## src/rtl/nibble_serial_adder.sv

```systemverilog
// Multi-word adder that reuses one 4-bit ripple-carry slice, one nibble per clock,
// with the carry registered between nibbles and valid/ready handshakes on both sides.
module nibble_serial_adder #(
    parameter int NIBBLES = 4,
    localparam int W = 4 * NIBBLES
) (
    input  logic         clk,
    input  logic         rst,
    input  logic         in_valid,
    output logic         in_ready,
    input  logic [W-1:0] x,
    input  logic [W-1:0] y,
    input  logic         cin,
    output logic         out_valid,
    input  logic         out_ready,
    output logic [W:0]   s,
    output logic         busy
);

    // A single-nibble configuration still needs a one-bit index register (held at zero).
    localparam int IDX_W = (NIBBLES > 1) ? $clog2(NIBBLES) : 1;
    localparam logic [IDX_W-1:0] LAST_IDX = IDX_W'(NIBBLES - 1);

    localparam logic [1:0] ST_IDLE = 2'd0;
    localparam logic [1:0] ST_ADD  = 2'd1;
    localparam logic [1:0] ST_DONE = 2'd2;

    logic [1:0]       state;
    logic [W-1:0]     op_x;
    logic [W-1:0]     op_y;
    logic             c_reg;
    logic [IDX_W-1:0] idx;
    logic [W:0]       s_reg;

    logic [3:0]       x_nib;
    logic [3:0]       y_nib;
    logic [3:0]       s4;
    logic [4:0]       carry;
    logic             co;
    logic             last;
    logic [W:0]       s_next;

    assign last = (idx == LAST_IDX);

    always_comb begin
        x_nib = '0;
        y_nib = '0;
        for (int n = 0; n < NIBBLES; n++) begin
            if (idx == IDX_W'(n)) begin
                x_nib = op_x[4*n +: 4];
                y_nib = op_y[4*n +: 4];
            end
        end
    end

    // Same full-adder equations as the standalone 4-bit RCA: sum = parity, carry = majority.
    always_comb begin
        s4       = '0;
        carry    = '0;
        carry[0] = c_reg;
        for (int i = 0; i < 4; i++) begin
            s4[i]      = x_nib[i] ^ y_nib[i] ^ carry[i];
            carry[i+1] = (x_nib[i] & y_nib[i]) | (x_nib[i] & carry[i]) | (y_nib[i] & carry[i]);
        end
        co = carry[4];
    end

    always_comb begin
        s_next = s_reg;
        for (int n = 0; n < NIBBLES; n++) begin
            if (idx == IDX_W'(n)) begin
                s_next[4*n +: 4] = s4;
            end
        end
        if (last) begin
            s_next[W] = co;
        end
    end

    always_ff @(posedge clk) begin
        if (rst) begin
            state <= ST_IDLE;
            op_x  <= '0;
            op_y  <= '0;
            c_reg <= 1'b0;
            idx   <= '0;
            s_reg <= '0;
        end else begin
            case (state)
                ST_IDLE: begin
                    if (in_valid) begin
                        op_x  <= x;
                        op_y  <= y;
                        c_reg <= cin;
                        idx   <= '0;
                        s_reg <= '0;
                        state <= ST_ADD;
                    end
                end
                ST_ADD: begin
                    s_reg <= s_next;
                    c_reg <= co;
                    if (last) begin
                        state <= ST_DONE;
                    end else begin
                        idx <= idx + IDX_W'(1);
                    end
                end
                ST_DONE: begin
                    if (out_ready) begin
                        state <= ST_IDLE;
                    end
                end
                default: state <= ST_IDLE;
            endcase
        end
    end

    assign in_ready  = (state == ST_IDLE);
    assign out_valid = (state == ST_DONE);
    assign busy      = (state == ST_ADD) || (state == ST_DONE);
    assign s         = s_reg;

endmodule

```

## config.mk

```make
export PLATFORM = sky130hd
export DESIGN_NAME = nibble_serial_adder
export DESIGN_NICKNAME = d
export VERILOG_FILES = /design/src/rtl/nibble_serial_adder.sv
export SDC_FILE = /design/constraint.sdc
export NUM_CORES = 1
export LEC_CHECK = 0
export ABC_AREA = 1
export BUFFER_PORTS_ARGS = -buffer_cell sky130_fd_sc_hd__buf_2
export CAP_MARGIN = 10
export CORE_AREA = 2 2 71 73
export CTS_CLUSTER_DIAMETER = 40
export DETAILED_ROUTE_END_ITERATION = 16
export DIE_AREA = 0 0 73 75
export PLACE_DENSITY_LB_ADDON = 0.25
export SETUP_SLACK_MARGIN = 0.1
export SLEW_MARGIN = 0
export SYNTH_ARGS = -nofsm -noshare
export SYNTH_HDL_FRONTEND = slang
export SYNTH_SLANG_ARGS = --single-unit
export TNS_END_PERCENT = 20
```

## constraint.sdc

```tcl
create_clock -name clk -period 6 [get_ports clk]
set_clock_uncertainty 0.1 [all_clocks]
set_input_delay 0.9 -clock clk [delete_from_list [all_inputs] [get_ports clk]]
set_output_delay 0.9 -clock clk [all_outputs]
set_load 0.03 [all_outputs]
```

# == After elaboration in Yosys (flattened, before gate mapping) ==
# Cells that the tools add are included.
# classes
reduce_logical,12
bitwise_logic,28
addsub,1
n_eq_ne,12
n_mux,24
# ops
operator,count
$mux W4,12
$pmux W17 S2,1
$reduce_and A3 Y1,6
$mux W17,1
$and A1 B1 Y1,12
$ne A2 B2 Y1 const B,6
$mux W2,5
$or A1 B1 Y1,8
$xor A1 B1 Y1,8
$eq A2 B2 Y1 const B,3
$pmux W2 S3,1
$eq A2 B1 Y1 const B,2
$logic_not A2 Y1,2
$pmux W2 S2,1
$reduce_and A2 Y1,2
$add A2 B1 Y2 const B,1
$mux W1,2
$ne A2 B1 Y1 const B,1
$pmux W1 S2,1
$reduce_bool A2 Y1,1
$logic_or A1 B1 Y1,1
# word_totals
out_inout_bits,20
elab_cells,86
ff_bits,54
inputBits,37

# == Longest topological paths before layout ==
# logic_depth
depth_word,19
depth_mapped,17
depth_no_buf,17

# == Least setup slack after synthesis ==
# No wires, ideal clock.
# synth_timing
path_type,reg2reg
startpoint,reg idx[0]
endpoint,reg s_reg[3] (netlist: s[3])
path_buffers,1
arrival_time_ns,2.733
period_less_slack_ns,2.949
path_slack_ns,3.051
setup_ns,0.115
required_time_ns,5.785
path_stages_with_launch,18
path_cell_list,dfxtp_1 > inv_1 > ha_1 > buf_2 > inv_2 > o21ai_0 > a21o_1 > nand2_1 > fa_1 > inv_1 > fa_1 > inv_1 > fa_1 > fa_1 > nand2_1 > nand3_1 > nand2_1 > nor2_1
# synth_between
elab_chain_cells,17
word_cells_on_any_way,33
cone_classes,eq/ne (4); mux (10); bitwise (17); reduce/logical (2)
# synth_rtl
element,line,text
start: declaration,32,logic [IDX_W-1:0] idx;
start signal: assignment,106,idx <= idx + IDX_W'(1);
$logic_not A2 Y1,"49, 71",
$mux W4 (4 in a row),49,if (idx == IDX_W'(n)) begin
$and A1 B1 Y1,63,carry[i+1] = (x_nib[i] & y_nib[i]) | (x_nib[i] & carry[i]) | (y_nib[i] & carry[i]);
$or A1 B1 Y1 (2 in a row),63,
$and A1 B1 Y1,63,
$or A1 B1 Y1 (2 in a row),63,
$and A1 B1 Y1,63,
$or A1 B1 Y1 (2 in a row),63,
$xor A1 B1 Y1,62,s4[i] = x_nib[i] ^ y_nib[i] ^ carry[i];
$mux W4,71,if (idx == IDX_W'(n)) begin
$pmux W17 S2,89,case (state)
end signal: assignment,101,s_reg <= s_next;
end: declaration,33,logic [W:0] s_reg;
# Parallel ways exist; a longest one is shown, timed or not. The select of a mux whose other input is x is not followed.
# A chain may end at the register's enable or synchronous reset.

# == Final worst setup path ==
# layout_timing
startpoint,reg idx[1]
endpoint,reg s_reg[7] (netlist: s[7])
# layout_between
elab_chain_cells,17
word_cells_on_any_way,33
cone_classes,eq/ne (4); mux (10); bitwise (17); reduce/logical (2)
# layout_rtl
element,line
$logic_not A2 Y1,49
$mux W4 (4 in a row),49
$and A1 B1 Y1,63
$or A1 B1 Y1 (2 in a row),63
$and A1 B1 Y1,63
$or A1 B1 Y1 (2 in a row),63
$and A1 B1 Y1,63
$or A1 B1 Y1 (2 in a row),63
$xor A1 B1 Y1,62
$mux W4,71
$pmux W17 S2,89
# Parallel ways exist; a longest one is shown, timed or not. The select of a mux whose other input is x is not followed.

==> metrics.md <==
| Metric | Value |
|---|---|
| Drt first-iter violations | 97 |
| Share of the synthesized area in the top cell type | 0.426 |
| Cts repair resizes | 0 |
| CTS root buf | clkbuf_8 |
| Syn nets | 404 |
| DR WL/cell | 11.8 um |
| Skew-Pair Late Insertion Delay | approximately 0.30 ns |
| HPWL Detailed | 3950 um |
| Max Cap Viol | 0 |
| Die area | 5480 um^2 |
| Crit path from | idx[1] |
| Worst Max-Slew Pin Slew | 0.853 ns |
| Final hold vios | 0 |
| Post-CTS Setup Inserts | 0 |
| Vias per inst | 5.05 |
| Total track usage | 0.202 |
| Area Growth Syn to Fin | 13.1% |
| Leakage | between 1 and 1.5 nW |
| Footprint of the multi-input gates | 1270 um^2 |
| Vias | 2,305 |
| Largest buffer count on any clock path | 2 |
| Detailed-route wire length | 5380 um |
| Area contributors post-synth | dfxtp_1 (43%), nor2_1 (13%), nand2_1 (9.0%), o21ai_0 (7.3%), a21oi_1 (6.1%) |
| Clock power share | 0.223 |
| CP Buf/Inv Count | 3 |
| Count of different cell masters after synthesis | 20 |
| FF+latch area | 1080 um^2 |
| Die Width | 73 um |
| CTS tree | done |
| Clock sinks | 54 |
| Comb power frac | 0.305 |
| Avg Synthesized Cell Area | slightly above 7 um^2 |
| Max reg flops | 17 |
| First-pass GRT wire length | 8600 um |
| Critical path class | flop to flop |
| Worst reg2reg path endpoint | s[7] |
| Fraction of layout cells with a size suffix above 1 | 0.172 |
| Placer Congestion | about 0.87 |
| Pwr Density | approximately 320 nW/um^2 |
| Final Cycle Share | 0.555 |
| Status | complete, no violations |
| WP depth | 15 |
| FF-to-FF Start | idx[1] |
| WP data required | 6.15 ns |
| Flop pwr share | 0.472 |
| CP arrival | 3.48 ns |
| Vias in the first global route | a little under 2,000 |
| DRC Markers | 0 |
| Initial antenna violation count | 0 |
| H-tree depth | 2 |
| Diode count | 0 |
| Slowest CP cell | fa_1 |
| Hold_buf cts | 0 |
| Seq cells post-synth | 54 |
| Drt pass-1 iters | 4 |
| Synthesis Warnings | 0 |
| Grt total ovfl | 0 |
| Post-route ant nets | 0 |
| Setup crit end | s[7] |
| Unrepaired setup endpoints after global routing | no |
| Reg2reg path depth | 15 |
| Die Y | between 70 and 80 um |
| I/O pin cnt | 57 |
| Filler instances | 458 |
| FP Rows | 25 |
| Worst hold path type | flop to flop |
| Crit Path Max Fanout | 12 |
| Final TNS setup | 0 ns |
| Final nets | 449 |
| PortBufs | 56 |
| R2r setup slk | around 2.7 ns |
| Max-slew violation count | 0 |
| Crit-path cells | ha_1, inv_1, o21ai_0, a21o_1, nand2_1, fa_1, inv_1, fa_1, inv_1, fa_1, fa_1, nand2_1, nand3_1, nand2_1, nor2_1 |
| Peak Freq | 0.300 GHz |
| Register area share after synthesis | 0.426 |
| Post-synth top area cell | dfxtp_1 |
| Area of the core | 4660 um^2 |
| CP delay by family, top | adder cells |
| Crit-path most repeated cell | fa_1 |
| Starting Density | 0.545 |
| Switching Fraction | 0.353 |
| Final Total Pwr | roughly 0.91 mW |
| Worst path max stage delay | about 0.49 ns |
| Largest net degree at the start of global routing | 37 |
| Final setup vio count | 0 |
| Total CTS buffers | 5 |
| CP startpoint kind | flop |
| Final min period | about 3.3 ns |
| Synth Instances | 356 |
| Max_slew headroom | 0.431 |
| Mapped Area | 2540 um^2 |
| Peak supply drop | between 0.15 and 0.2 mV |
| Switching power | between 0.3 and 0.4 mW |
| Int Power | 0.591 mW |
| CP Capture Type | flop |
| Clock slew at reported path FFs | 0.09 ns |
cell usage in the layout (no fill, tap or decap):
cell type   n
clkinv_2    1
nand2_1    61
nor2_1     91
inv_2       1
dfxtp_1    54
nand3b_1    1
a21boi_0    2
buf_4       1
fa_1        4
a21oi_1    31
a21o_1      4
nor2_2      1
nand2_2     2
nand3_1    22
ha_1        7
buf_2      56
nand2_4     1
clkbuf_1    1
o21ai_0    37
inv_1      18
clkbuf_8    6
cells by family after synthesis:
| group | synth area share |
|---|---|
| buffers and inverters | 0.0734 |
| flip-flops | 0.426 |
| AND/OR/NAND/NOR | 0.283 |
| adder cells (fa/ha/maj) | 0.0660 |
| AO/OA/AOI/OAI | 0.152 |
worst reg2reg max path: stages, from the launching register on:
cell and delay (ns):
dfxtp_1 0.39, ha_1 0.43, inv_1 0.21, o21ai_0 0.12
a21o_1 0.10, nand2_1 0.06, fa_1 0.35, inv_1 0.07
fa_1 0.15, inv_1 0.05, fa_1 0.37, fa_1 0.49
nand2_1 0.10, nand3_1 0.14, nand2_1 0.06, nor2_1 0.08
Yosys cell counts (all sizes together):
cell type,instances
a21boi,2
a21o,4
a21oi,31
buf,12
clkbuf,7
dfxtp,54
fa,4
ha,7
inv,19
nand2,64
nand3,22
nand3b,1
nor2,92
o21ai,37
per-layer routing:
metal / track usage / vias up / part of all wire
met5: 0 / - / 0
met4: 0.0638 / 0 / 0.012
met3: 0.0388 / 5 / 0.041
met2: 0.346 / 51 / 0.48
met1: 0.257 / 1021 / 0.47
li1: - / 1228 / -
how the worst min path moves through the flow:
| stage | start | endpoint | cells past startpoint | slack [ns] |
|---|---|---|---|---|
| after floorplan | op_x[4] | op_x[4] | 2 | 0.33 |
| after global placement | s[10] | s[10] | 2 | 0.35 |
| after detailed placement | s[8] | s[8] | 2 | 0.36 |
| after CTS | op_y[7] | op_y[7] | 2 | 0.38 |
| after global routing | s[11] | s[11] | 2 | 0.41 |
| final | op_y[7] | op_y[7] | 2 | 0.38 |
metrics by stage:
stage	utilization	cell area (um^2)	instances	worst slack, ns	hold WS, ns
after detailed placement	0.596	2780	448	2.71	0.364
after global routing	0.616	2870	456	2.45	0.407
after floorplan	-	2540	356	3.05	0.329
after global placement	0.596	2780	448	2.80	0.355
after CTS	0.616	2870	456	2.68	0.381
final	0.616	2870	456	2.67	0.379
final cells by class:
type,instances,share of cell area
inverters,19,0.0248
multi-input cells,264,0.443
flip-flops and latches,54,0.377
clock buffers,7,0.0301
well taps,54,0.0235
repair buffers,57,0.100
clock inverters,1,0.00174
power by group through the flow:
stage / logic, mW / clock network [mW] / registers (mW)
after global placement: 0.275 / 0 / 0.439
after global routing: 0.319 / 0.223 / 0.436
after CTS: 0.281 / 0.209 / 0.431
after floorplan: 0.188 / 0 / 0.472
after detailed placement: 0.280 / 0 / 0.440
final: 0.279 / 0.204 / 0.431
Power figures use the tool's default switching activity.
